===== src/rtl/apb_reg_bridge.sv =====
// APB slave front end for the timer register bank: converts APB transfers into single-cycle
// bank strobes, inserts wait states, merges byte strobes by read-modify-write, flags bad addresses.
module apb_reg_bridge #(
    parameter int unsigned ADDR_W      = 12,
    parameter int unsigned DATA_W      = 32,
    parameter int unsigned WAIT_STATES = 0,
    parameter int unsigned MAX_ADDR    = 'h1C
) (
    input  logic                clk,
    input  logic                rst,
    input  logic                psel,
    input  logic                penable,
    input  logic                pwrite,
    input  logic [ADDR_W-1:0]   paddr,
    input  logic [DATA_W-1:0]   pwdata,
    input  logic [DATA_W/8-1:0] pstrb,
    output logic                pready,
    output logic [DATA_W-1:0]   prdata,
    output logic                pslverr,
    output logic [ADDR_W-1:0]   reg_addr,
    output logic [DATA_W-1:0]   reg_wr_data,
    output logic                reg_wr_en,
    output logic                reg_rd_en,
    input  logic [DATA_W-1:0]   reg_rd_data
);

    localparam int unsigned          STRB_W = DATA_W / 8;
    localparam logic [ADDR_W-1:0]    MAX_A  = ADDR_W'(MAX_ADDR);
    localparam logic [3:0]           WAIT_N = 4'(WAIT_STATES);
    localparam logic [STRB_W-1:0]    STRB_ALL = '1;

    typedef enum logic [2:0] {
        ST_IDLE,
        ST_WAIT,
        ST_READ,
        ST_RMW_RD,
        ST_WRITE,
        ST_RESP
    } state_t;

    state_t              state, state_nxt;
    logic [3:0]          cnt;
    logic [DATA_W-1:0]   wdata_q;
    logic [STRB_W-1:0]   strb_q;
    logic                write_q;
    logic                err_q;
    logic [DATA_W-1:0]   rdata_q;
    logic [DATA_W-1:0]   merged;
    logic                setup;

    assign setup = (state == ST_IDLE) && psel && !penable;

    // NOTE: every output of a combinational block gets a default first, so no path infers a latch.
    always_comb begin
        state_nxt = state;
        case (state)
            ST_IDLE:   if (setup) state_nxt = ST_WAIT;
            ST_WAIT: begin
                if (!psel)                  state_nxt = ST_IDLE;
                else if (cnt == 4'd0) begin
                    if (err_q)              state_nxt = ST_RESP;
                    else if (!write_q)      state_nxt = ST_READ;
                    else if (strb_q == STRB_ALL) state_nxt = ST_WRITE;
                    else if (strb_q == '0)  state_nxt = ST_RESP;
                    else                    state_nxt = ST_RMW_RD;
                end
            end
            ST_READ:   state_nxt = psel ? ST_RESP  : ST_IDLE;
            ST_RMW_RD: state_nxt = psel ? ST_WRITE : ST_IDLE;
            ST_WRITE:  state_nxt = psel ? ST_RESP  : ST_IDLE;
            ST_RESP:   state_nxt = ST_IDLE;
            default:   state_nxt = ST_IDLE;
        endcase
    end

    always_comb begin
        merged = reg_rd_data;
        for (int b = 0; b < int'(STRB_W); b++) begin
            if (strb_q[b]) merged[b*8 +: 8] = wdata_q[b*8 +: 8];
        end
    end

    // Strobes are gated by psel so an aborted transfer issues nothing in its abort cycle.
    always_comb begin
        pready    = (state == ST_RESP);
        pslverr   = (state == ST_RESP) && err_q;
        prdata    = (state == ST_RESP) ? rdata_q : '0;
        reg_rd_en = psel && ((state == ST_READ) || (state == ST_RMW_RD));
        reg_wr_en = psel && (state == ST_WRITE);
    end

    // NOTE: sequential state uses non-blocking assignments so every register samples pre-edge values.
    always_ff @(posedge clk or posedge rst) begin
        if (rst) begin
            state       <= ST_IDLE;
            cnt         <= '0;
            reg_addr    <= '0;
            wdata_q     <= '0;
            strb_q      <= '0;
            write_q     <= 1'b0;
            err_q       <= 1'b0;
            rdata_q     <= '0;
            reg_wr_data <= '0;
        end else begin
            state <= state_nxt;
            if (setup) begin
                reg_addr <= paddr;
                wdata_q  <= pwdata;
                strb_q   <= pstrb;
                write_q  <= pwrite;
                err_q    <= (paddr[1:0] != 2'b00) || (paddr > MAX_A);
                cnt      <= WAIT_N;
                rdata_q  <= '0;
            end
            if (state == ST_WAIT && cnt != 4'd0) cnt <= cnt - 4'd1;
            if (state == ST_WAIT && state_nxt == ST_WRITE) reg_wr_data <= wdata_q;
            if (state == ST_READ && psel) rdata_q <= reg_rd_data;
            if (state == ST_RMW_RD && psel) reg_wr_data <= merged;
        end
    end

endmodule


===== config.mk =====
export PLATFORM = sky130hd
export DESIGN_NAME = apb_reg_bridge
export DESIGN_NICKNAME = d
export VERILOG_FILES = /design/src/rtl/apb_reg_bridge.sv
export SDC_FILE = /design/constraint.sdc
export NUM_CORES = 1
export LEC_CHECK = 0
export ABC_AREA = 1
export CAP_MARGIN = 0
export CELL_PAD_IN_SITES_DETAIL_PLACEMENT = 1
export CELL_PAD_IN_SITES_GLOBAL_PLACEMENT = 1
export CORE_ASPECT_RATIO = 1.25
export CORE_MARGIN = 3
export CORE_UTILIZATION = 37
export DETAILED_ROUTE_END_ITERATION = 7
export PLACE_DENSITY = 0.83
export SYNTH_ARGS = -nofsm -noshare
export SYNTH_HDL_FRONTEND = slang
export SYNTH_SLANG_ARGS = --single-unit
export TNS_END_PERCENT = 30

===== constraint.sdc =====
create_clock -name clk -period 9.7 [get_ports clk]
set_clock_uncertainty 0.1 [all_clocks]
set_input_delay 1.94 -clock clk [delete_from_list [all_inputs] [get_ports clk]]
set_output_delay 1.94 -clock clk [all_outputs]
set_load 0.1 [all_outputs]

==> Word level (Yosys, flattened, before mapping) <==
Cells that the tools add are included.
{ "totals": {"reg_bits": 121, "latch_bits": 0, "ram_bits": 0, "mem_bits_ro": 0, "in_bits": 85, "word_cells": 60, "mem_count": 0} }
{ "classes": {"addsub": 1, "n_mul": 0, "n_div": 0, "n_lt_le_gt_ge": 1, "n_eq_ne": 7, "n_shift": 0, "muxes": 21, "bitwise": 0, "reduce_logical": 21} }
{ "ops": {"columns": ["operator", "n"], "rows": [
  ["$mux 32", 5],
  ["$mux 8", 4],
  ["$mux 3", 9],
  ["$gt 12x5->1 const B", 1],
  ["$pmux 3 s4", 1],
  ["$eq 3x3->1 const B", 3],
  ["$logic_and 1x1->1", 9],
  ["$logic_not 4->1", 2],
  ["$mux 4", 2],
  ["$reduce_bool 2->1", 4],
  ["$eq 3x2->1 const B", 2],
  ["$eq 4x4->1 const B", 1],
  ["$reduce_bool 4->1", 1],
  ["$sub 4x1->4 const B", 1],
  ["$eq 3x1->1 const B", 1],
  ["$logic_not 3->1", 1],
  ["$logic_or 1x1->1", 2],
  ["$reduce_or 2->1", 1],
  ["$logic_not 1->1", 1]
]} }

==> Depth between registers and ports, before layout <==
Gate-level depths: netlist of the first run.
{ "logic_depth": {"ltp_word": 12, "mapped_depth": 13, "mapped_depth_nobuf": 11} }

==> Worst setup path after synthesis of the first run <==
No wires, ideal clock.
{ "synth_path": {"path_kind": "flip-flop to output port", "start": "reg state[1]", "end": "out prdata[10]", "t_arrival_ns": 3.632, "t_required_ns": 7.660, "slack_ns": 4.028, "path_stages_with_launch": 7, "path_buffers": 1, "cell_sequence": "dfrtp_1 inv_1 nand2_1 nor2_1 inv_1 buf_1 nor2_1"} }
{ "synth_via": {"elab_chain_len": 2} }
{ "synth_rtl": {"columns": ["element", "line", "source"], "rows": [
  ["from (decl)", "41", "state_t state, state_nxt;"],
  ["from (signal assigned)", "105", "state <= state_nxt;"],
  ["$eq 3x3->1", null, null],
  ["named net pready", "17", "output logic pready,"],
  ["$mux 32", "87", "prdata = (state == ST_RESP) ? rdata_q : '0;"],
  ["to (decl)", "18", "output logic [DATA_W-1:0] prdata,"]
]} }
The timed path passes the listed nets, and every way through them passes these cells.

==> Worst setup path after layout of the first run <==
{ "layout_path": {"start": "in psel", "end": "out reg_rd_en"} }
{ "layout_via": {"elab_chain_len": 1} }
{ "layout_rtl": {"columns": ["element", "line", "source"], "rows": [
  ["from (decl)", "11", "input logic psel,"],
  ["$logic_and 1x1->1", "88", "reg_rd_en = psel && ((state == ST_READ) || (state == ST_RMW_RD));"],
  ["to (decl)", "23", "output logic reg_rd_en,"]
]} }
No other way between the ends.

==> results.py, run 1 <==
metrics = {
    "place": {
        "port_buffers": 164,
        "finalWeightedCongestion": 0.799,
        "dpl.hpwl_um": 12800,
    },
    "pwr": {
        "power_density_nw_per_um2": 335,
        "p_leak_uw": 0.00382,
        "irDropWorstVdd_uv": 204,
    },
    "synthesis": {
        "yosysWarningCount": 0,
        "synthCells": 750,
        "synth_flop_cell": "dfrtp_1",
        "syn_avg_cell_area_um2": 7.76,
        "synth_cell_types": 27,
        "synth_top_area_share_pct": 52.0,
        "synth_compound_area_share_pct": 12.0,
        "synth-simple-area-share_pct": 24.4,
        "syn_nets": 837,
        "yosysSeqAreaShare_pct": 52.0,
        "yosysTopAreaCell": "dfrtp_1",
        "synth_fa_ha_area_share_pct": 0.430,
        "syn_area_um2": 5820,
        "synth-seq-cells": 121,
        "synth_xor_area_share_pct": 0.151,
        "synthArstFlopShare_pct": 100,
        "synth-edff-count": 0,
        "synthMuxAreaShare_pct": 0,
        "synth_top_family_by_area": "simple AND/OR/NAND/NOR gates",
        "synth_area_leaders": "dfrtp_1 (52%), nand2_1 (17%), o21ai_0 (6.8%), inv_1 (6.5%), o22ai_1 (3.7%)",
    },
    "sta": {
        "setup_violations": 0,
        "layout_min_cycle_time_ns": 6.32,
        "slew_headroom_pct": 18.9,
        "rsz0062_at_grt": "no",
        "max_freq_mhz": 158,
        "setup_tns_ns": 0,
        "fin_crit_sh_pct": 65.2,
        "final_max_slew_viol_count": 0,
        "worst_pin_slew_ns": 1.21,
        "hold_viol": 0,
        "hold_ws_ns": 0.371,
    },
    "clocking": {
        "numCtsBuffers": 17,
        "cts_setup_buffers": 0,
        "insertion_delay_ns": 0.42,
        "ctsHoldBuffers": 0,
        "cts_tree": "built",
        "cts.clk_slew.worst_paths_ns": 0.05,
        "clock_path_buffers": 2,
        "h-tree-depth": 4,
        "post_cts_resized": 0,
        "cts.sinks": 121,
        "cts_root_buffer": "clkbuf_16",
    },
    "drt": {
        "viasPerCell": 5.02,
        "wl_per_cell_um": 17.5,
        "wl_met3_um": 763,
        "met1_length_um": 8260,
        "drtPass1Iterations": 4,
        "via_count": 5576,
        "topRoutingLayerUsed": "met4",
        "drc": 0,
        "wl_met2_um": 9940,
        "drtIter0Drc": 251,
        "finalWirelength_um": 19400,
        "ant_nets": 0,
    },
    "worst_setup_path": {
        "path_class": "input port to output pin",
        "crit_chain": "clkdlybuf4s50_1 -> inv_2 -> nor2_2 -> nand2_1 -> inv_1 -> clkdlybuf4s50_1",
        "path_buf_inv": 4,
        "worstPathRequired_ns": 7.66,
        "max_stage_delay_ns": 1.14,
        "end_kind": "output pin",
        "rrSetupSlack_ns": 6.58,
        "critPathMaxFanout": 13,
        "crit_top_cell": "clkdlybuf4s50_1",
        "cp_slowest_cell": "clkdlybuf4s50_1",
        "cp_data_arrival_time_ns": 4.28,
        "path_delay_family": "buffers and inverters",
        "start_kind": "input port",
    },
    "final_layout": {
        "num-nets-final": 978,
        "drive_gt1_share_pct": 5.65,
        "n_antenna_cell": 0,
        "layout_commonest_cell": "nand2_1",
        "ff_latch_area_um2": 3030,
        "fin_util_pct": 53.6,
        "fillCellCount": 1847,
        "multiInputGateArea_um2": 2160,
        "area_growth_pct": 40.2,
        "final_cell_mix": "nand2_1 (256), clkdlybuf4s50_1 (164), dfrtp_1 (121)",
    },
    "floorplan": {
        "die_height_um": 146,
        "start_util_pct": 38.3,
        "core_um2": 15200,
        "row_count": 50,
        "top_level_ports": 165,
        "die_area_um2": 17300,
        "dieWidth_um": 118,
    },
    "global_routing": {
        "grt_max_degree": 76,
        "gr-usage-all-layers_pct": 23.3,
        "gr-total-overflow": 0,
        "grt_pass1_wl_um": 32100,
        "antenna_found_initial": 0,
        "grt_pass1_vias": 6141,
    },
    "outcome": {
        "status": "complete, no violations",
    },
    "job": {
        "maxCapViolations": 0,
    },
    "min_path": {
        "hp-class": "flip-flop to flip-flop",
    },
}
metal layers:
| metal | track usage, % | vias to the layer above |
|---|---|---|
| li1 | - | 2651 |
| met1 | 28.4 | 2729 |
| met2 | 40.9 | 157 |
| met3 | 4.53 | 39 |
| met4 | 8.56 | 0 |
| met5 | 0 | - |
Yosys cell counts, types with 2 or more instances:
library cell and instances:
nand2_1 256, o22ai_1 34, buf_1 3, nand3_1 6, o21ai_1 10, nand2_2 2
dfrtp_1 121, inv_2 9, ha_1 2, o21ai_0 79, buf_2 19, nor4_1 2
nand4_1 32, buf_6 3, clkbuf_1 18, nor2_1 42, buf_4 3, inv_1 100
report_power, final:
| group | internal, uW | total [uW] | switching [uW] |
|---|---|---|---|
| Sequential | 670 | 813 | 143 |
| Combinational | 303 | 1240 | 939 |
| Clock | 453 | 679 | 227 |
| Total | 1430 | 2730 | 1310 |
area by class of cell:
cell class	count	share of cell area, %
sequential	121	37.1
tap	208	3.19
clock inverter	8	1.75
timing repair buffer	168	20.5
clock buffer	22	5.94
inverter	109	5.05
multi-input combinational	474	26.4
sequential cells by signal, summed over array words and instances, names as in the netlist:
name         flops
state            3
cnt              4
reg_addr        12
strb_q           4
write_q          1
reg_wr_data     32
wdata_q         32
err_q            1
rdata_q         32
through the flow:
step / worst slack [ns] / instances / cell area (um^2) / power (uW)
floorplan: 4.03 / 750 / 5820 / 1720
global placement: 3.42 / 1080 / 7530 / 2020
detailed placement: 3.39 / 1080 / 7530 / 2060
CTS: 3.37 / 1110 / 8150 / 2750
global route: 3.21 / 1110 / 8150 / 2870
finish: 3.38 / 1110 / 8150 / 2730
final timing paths:
path                                  from         endpoint  cells past startpoint
min in group asynchronous              rst      rdata_q[16]                      2
max reg2reg                       state[0]  reg_wr_data[31]                      8
max                                   psel        reg_rd_en                      6
min reg2reg                reg_wr_data[13]  reg_wr_data[13]                      2
max in group asynchronous              rst       rdata_q[1]                      3
min                        reg_wr_data[13]  reg_wr_data[13]                      2
worst register-to-register path: cells and delay by family (launching register included):
family	cells	cell delay, ns
buffers and inverters	2	0.67
AO/OA/AOI/OAI	1	0.18
flip-flops	1	0.41
AND/OR/NAND/NOR	5	1.62
cells by family (layout without fill, tap and decap cells):
| group | count (synthesis) | after routing |
|---|---|---|
| buffers and inverters | 155 | 307 |
| flip-flops | 121 | 121 |
| AO/OA/AOI/OAI | 127 | 127 |
| AND/OR/NAND/NOR | 344 | 344 |
| XOR/XNOR | 1 | 1 |
| adder cells (fa/ha/maj) | 2 | 2 |
Note: power is estimated with default switching activity, not from simulation.
==> run 2: changes to the inputs <==
--- a/config.mk
+++ b/config.mk
@@ -11,9 +11,9 @@
 export CELL_PAD_IN_SITES_GLOBAL_PLACEMENT = 1
 export CORE_ASPECT_RATIO = 1.25
 export CORE_MARGIN = 3
-export CORE_UTILIZATION = 37
+export CORE_UTILIZATION = 34
 export DETAILED_ROUTE_END_ITERATION = 7
-export PLACE_DENSITY = 0.83
+export PLACE_DENSITY = 0.77
 export SYNTH_ARGS = -nofsm -noshare
 export SYNTH_HDL_FRONTEND = slang
 export SYNTH_SLANG_ARGS = --single-unit
==> constraint.sdc (replaced) <==
create_clock -name clk -period 5.9 [get_ports clk]
set_clock_uncertainty 0.1 [all_clocks]
set_input_delay 1.18 -clock clk [delete_from_list [all_inputs] [get_ports clk]]
set_output_delay 1.18 -clock clk [all_outputs]
set_load 0.1 [all_outputs]
==> results.py, run 2 (synthesized netlist as in run 1, its figures left out) <==
metrics = {
    "floorplan": {
        "top_level_ports": 165,
        "dieWidth_um": 123,
        "row_count": 52,
        "die_area_um2": 18700,
        "start_util_pct": 35.3,
        "core_um2": 16500,
        "die_height_um": 152,
    },
    "clocking": {
        "clock_path_buffers": 2,
        "cts.clk_slew.worst_paths_ns": 0.05,
        "cts_setup_buffers": 0,
        "h-tree-depth": 4,
        "post_cts_resized": 0,
        "cts.sinks": 121,
        "cts_tree": "built",
        "cts_root_buffer": "clkbuf_16",
        "insertion_delay_ns": 0.42,
        "numCtsBuffers": 17,
        "ctsHoldBuffers": 0,
    },
    "sta": {
        "hold_viol": 0,
        "worst_pin_slew_ns": 1.18,
        "fin_crit_sh_pct": 75.3,
        "layout_min_cycle_time_ns": 4.44,
        "max_freq_mhz": 225,
        "slew_headroom_pct": 21.2,
        "setup_tns_ns": 0,
        "rsz0062_at_grt": "no",
        "setup_violations": 0,
        "final_max_slew_viol_count": 0,
    },
    "min_path": {
        "hp-class": "flip-flop to flip-flop",
        "min_from": "reg_wr_data[26]",
        "holdPathEnd": "reg_wr_data[26]",
        "worstHoldPathCells": 2,
    },
    "drt": {
        "drtIter0Drc": 275,
        "drtPass1Iterations": 4,
        "ant_nets": 0,
        "finalWirelength_um": 18500,
        "via_count": 5488,
        "drc": 0,
        "wl_per_cell_um": 16.5,
        "viasPerCell": 4.90,
    },
    "final_layout": {
        "area_growth_pct": 39.2,
        "num-nets-final": 981,
        "final_cell_mix": "nand2_1 (256), clkdlybuf4s50_1 (163), dfrtp_1 (121)",
        "final_area_um2": 8100,
        "drive_gt1_share_pct": 5.53,
        "fillCellCount": 1999,
        "stdcell_count": 1121,
        "fin_util_pct": 49.2,
        "layout_commonest_cell": "nand2_1",
        "reg_top3": "rdata_q x32, reg_wr_data x32, wdata_q x32",
    },
    "worst_setup_path": {
        "cp_slowest_cell": "clkdlybuf4s50_1",
        "max_stage_delay_ns": 1.18,
        "reg2reg_to": "reg_wr_data[27]",
        "end_kind": "output pin",
        "ff2ff_path_depth": 8,
        "path_class": "flip-flop to output pin",
        "r2r-start": "state[0]",
        "start_kind": "flip-flop",
        "cp_data_arrival_time_ns": 3.16,
        "rrSetupSlack_ns": 2.65,
        "worstPathRequired_ns": 4.62,
        "critPathMaxFanout": 33,
        "crit_chain": "inv_1 -> nand2_1 -> nor2_1 -> inv_1 -> nor2_1 -> clkdlybuf4s50_1",
    },
    "global_routing": {
        "grt_pass1_wl_um": 30500,
        "antenna_found_initial": 2,
        "gr-usage-all-layers_pct": 20.6,
        "grt_max_degree": 73,
        "grt_pass1_vias": 5933,
        "gr-total-overflow": 0,
    },
    "pwr": {
        "power_density_nw_per_um2": 532,
        "p_leak_uw": 0.00380,
        "p_total_uw": 4310,
        "irDropWorstVdd_uv": 238,
    },
    "place": {
        "placed_area_um2": 7560,
        "finalWeightedCongestion": 0.766,
        "port_buffers": 164,
        "dp.cells": 1091,
        "dpl.hpwl_um": 12400,
    },
    "outcome": {
        "status": "complete, no violations",
    },
    "job": {
        "maxCapViolations": 0,
    },
}
[run 2: cell count changes in the layout (fill, tap and decap cells not counted)]
cell	before	now
clkinvlp_4	1	0
clkdlybuf4s50_1	164	163
buf_4	4	8
diode_2	0	1
clkbuf_1	1	5
clkinv_2	3	2
bufinv_16	4	1
[run 2: layout make-up]
cell class / instances / area (um^2) / area share, %
clock inverters: 3 / 40.0 / 0.494
clock buffers: 26 / 499 / 6.16
diodes: 1 / 2.50 / 0.0309
flip-flops and latches: 121 / 3030 / 37.4
inverters: 109 / 412 / 5.08
multi-input cells: 474 / 2160 / 26.6
well taps: 216 / 270 / 3.34
repair buffers: 171 / 1690 / 20.9
[run 2: power by group]
group          internal (uW)  total (uW)  switching (uW)
combinational            498        2020            1520
clock                    615         960             346
sequential              1100        1330             230
total                   2220        4310            2100
[run 2: layer usage]
layer  GRT usage (%)  wire, um  up-vias
met1            25.6      7940     2662
met3            3.60       630       36
met5               0        13        -
met4            8.34       491        2
li1                -         -     2652
met2            35.0      9430      136
[run 2: through the flow]
step	setup WS [ns]	hold WS [ns]
2_1_floorplan	0.988	0.361
3_3_place_gp	1.51	0.357
3_5_place_dp	1.38	0.359
4_1_cts	1.36	0.372
5_1_grt	1.24	0.384
6_report	1.46	0.366
[run 2: critical path: cells and delay by family (launching register included)]
| kind | cells | cell delay, ns |
|---|---|---|
| buffers and inverters | 3 | 1.76 |
| flip-flops | 1 | 0.44 |
| AND/OR/NAND/NOR | 3 | 0.54 |
[run 2: worst max-delay path by stage]
stage / end / startpoint / slack [ns] / depth (start not counted)
6_report: prdata[29] / state[1] / 1.46 / 6
5_1_grt: prdata[29] / state[1] / 1.24 / 6
4_1_cts: prdata[29] / state[1] / 1.36 / 6
3_5_place_dp: reg_wr_data[29] / psel / 1.38 / 10
3_3_place_gp: reg_wr_data[31] / psel / 1.51 / 10
2_1_floorplan: prdata[10] / state[1] / 0.99 / 6
==> run 3: changes to the inputs <==
==> constraint.sdc (replaced) <==
create_clock -name clk -period 4.57 [get_ports clk]
set_clock_uncertainty 0.1 [all_clocks]
set_input_delay 0.914 -clock clk [delete_from_list [all_inputs] [get_ports clk]]
set_output_delay 0.914 -clock clk [all_outputs]
set_load 0.1 [all_outputs]
==> results.py, run 3 (synthesized netlist as in run 1, its figures left out) <==
metrics = {
    "outcome": {
        "status": "complete, no violations",
    },
    "pwr": {
        "switching_share_pct": 49.2,
        "p_switching_uw": 2700,
        "clkPwrFrac_pct": 21.2,
        "power_frac_comb_pct": 47.6,
        "power_density_nw_per_um2": 686,
        "p_leak_uw": 0.00387,
        "p_int_uw": 2790,
        "seqPwrFrac_pct": 31.3,
        "irDropWorstVdd_uv": 349,
    },
    "global_routing": {
        "grt_pass1_vias": 5797,
        "grt_pass1_wl_um": 29700,
        "gr-usage-all-layers_pct": 20.3,
        "grt_max_degree": 75,
        "gr-total-overflow": 0,
        "antenna_found_initial": 0,
    },
    "clocking": {
        "cts_root_buffer": "clkbuf_16",
        "ctsHoldBuffers": 0,
        "cts_tree": "built",
        "numCtsBuffers": 17,
        "insertion_delay_ns": 0.40,
        "cts.clk_slew.worst_paths_ns": 0.05,
        "h-tree-depth": 4,
        "clock_path_buffers": 2,
        "cts_setup_buffers": 0,
        "cts.sinks": 121,
        "post_cts_resized": 0,
    },
    "drt": {
        "ant_nets": 0,
        "wl_per_cell_um": 16.3,
        "finalWirelength_um": 18300,
        "drtPass1Iterations": 5,
        "viasPerCell": 4.87,
        "drtIter0Drc": 283,
        "via_count": 5465,
        "drc": 0,
    },
    "sta": {
        "final_max_slew_viol_count": 0,
        "worst_pin_slew_ns": 1.05,
        "layout_min_cycle_time_ns": 3.44,
        "fin_crit_sh_pct": 75.2,
        "rsz0062_at_grt": "no",
        "setup_violations": 0,
        "slew_headroom_pct": 29.6,
        "hold_viol": 0,
        "max_freq_mhz": 291,
        "setup_tns_ns": 0,
    },
    "final_layout": {
        "fillCellCount": 2006,
        "multiInputGateArea_um2": 2160,
        "ff_latch_area_um2": 3030,
        "final_cell_mix": "nand2_1 (256), clkdlybuf4s50_1 (129), dfrtp_1 (121)",
        "fin_util_pct": 48.7,
        "layout_commonest_cell": "nand2_1",
        "area_growth_pct": 37.7,
        "reg_top3": "rdata_q x32, reg_wr_data x32, wdata_q x32",
        "drive_gt1_share_pct": 9.59,
        "n_antenna_cell": 0,
        "num-nets-final": 984,
    },
    "place": {
        "dpl.hpwl_um": 12600,
        "finalWeightedCongestion": 0.743,
        "port_buffers": 164,
    },
    "floorplan": {
        "dieWidth_um": 123,
        "top_level_ports": 165,
        "die_height_um": 152,
        "row_count": 52,
        "start_util_pct": 35.3,
        "core_um2": 16500,
        "die_area_um2": 18700,
    },
    "worst_setup_path": {
        "worstPathRequired_ns": 3.56,
        "rrSetupSlack_ns": 1.70,
        "cp_data_arrival_time_ns": 2.42,
        "end_kind": "output pin",
        "path_buf_inv": 4,
        "cp_slowest_cell": "clkdlybuf4s50_1",
        "critPathMaxFanout": 13,
        "start_kind": "input port",
        "path_delay_family": "buffers and inverters",
        "crit_chain": "clkdlybuf4s50_1 -> inv_2 -> nor2_2 -> nand2_1 -> inv_1 -> buf_4",
        "max_stage_delay_ns": 0.53,
        "path_class": "input port to output pin",
    },
    "min_path": {
        "hp-class": "flip-flop to flip-flop",
    },
    "job": {
        "maxCapViolations": 0,
    },
}
[run 3: changes by cell type in the layout (fill, tap and decap cells not counted), sizes merged]
cell,change
buf,+37
clkdlybuf4s50,-34
diode,-1
bufinv,-1
clkbuf,-1
clkinv,+2
[run 3: metal layers]
layer  track usage (%)  share of wire [%]
met5                 0                  0
met4              7.18                1.6
met2              35.8                 53
met1              24.4                 42
met3              3.53                3.6
[run 3: path summary, 6_finish.rpt]
path                            startpoint              end  cells past startpoint
setup / recovery                      psel        reg_rd_en                      6
min in group asynchronous              rst      rdata_q[17]                      2
hold / removal             reg_wr_data[12]  reg_wr_data[12]                      2
hold reg to reg            reg_wr_data[12]  reg_wr_data[12]                      2
max in group asynchronous              rst       wdata_q[5]                      3
setup reg to reg                 strb_q[3]  reg_wr_data[13]                     11
[run 3: layout make-up]
class / count / area share [%]
Sequential cell: 121 / 37.8
Multi-Input combinational cell: 474 / 26.9
Timing Repair Buffer: 174 / 20.5
Clock buffer: 25 / 6.06
Inverter: 109 / 5.14
Tap cell: 216 / 3.37
Clock inverter: 4 / 0.250
[run 3: through the flow]
stage / worst slack [ns] / cell area, um^2 / std cells / power (uW) / hold slack (ns)
after floorplan: -0.0764 / 5820 / 750 / 3650 / 0.361
after global placement: 1.12 / 7510 / 1094 / 4300 / 0.353
after detailed placement: 1.03 / 7510 / 1094 / 4360 / 0.357
after CTS: 1.15 / 8010 / 1123 / 5560 / 0.371
after global routing: 1.03 / 8010 / 1123 / 5810 / 0.388
final: 1.13 / 8010 / 1123 / 5500 / 0.366
[run 3: tightest hold or removal path, stage by stage (launching register included)]
cell	delay [ns]
dfrtp_1	0.34
nand2_1	0.05
nand2_1	0.04
[run 3: power by group through the flow]
stage                     Clock [uW]  Combinational (uW)  Sequential [uW]
after global placement             0                2590             1720
after global routing            1250                2800             1770
final                           1160                2610             1720
after floorplan                    0                 833             2820
after CTS                       1200                2640             1720
after detailed placement           0                2630             1730
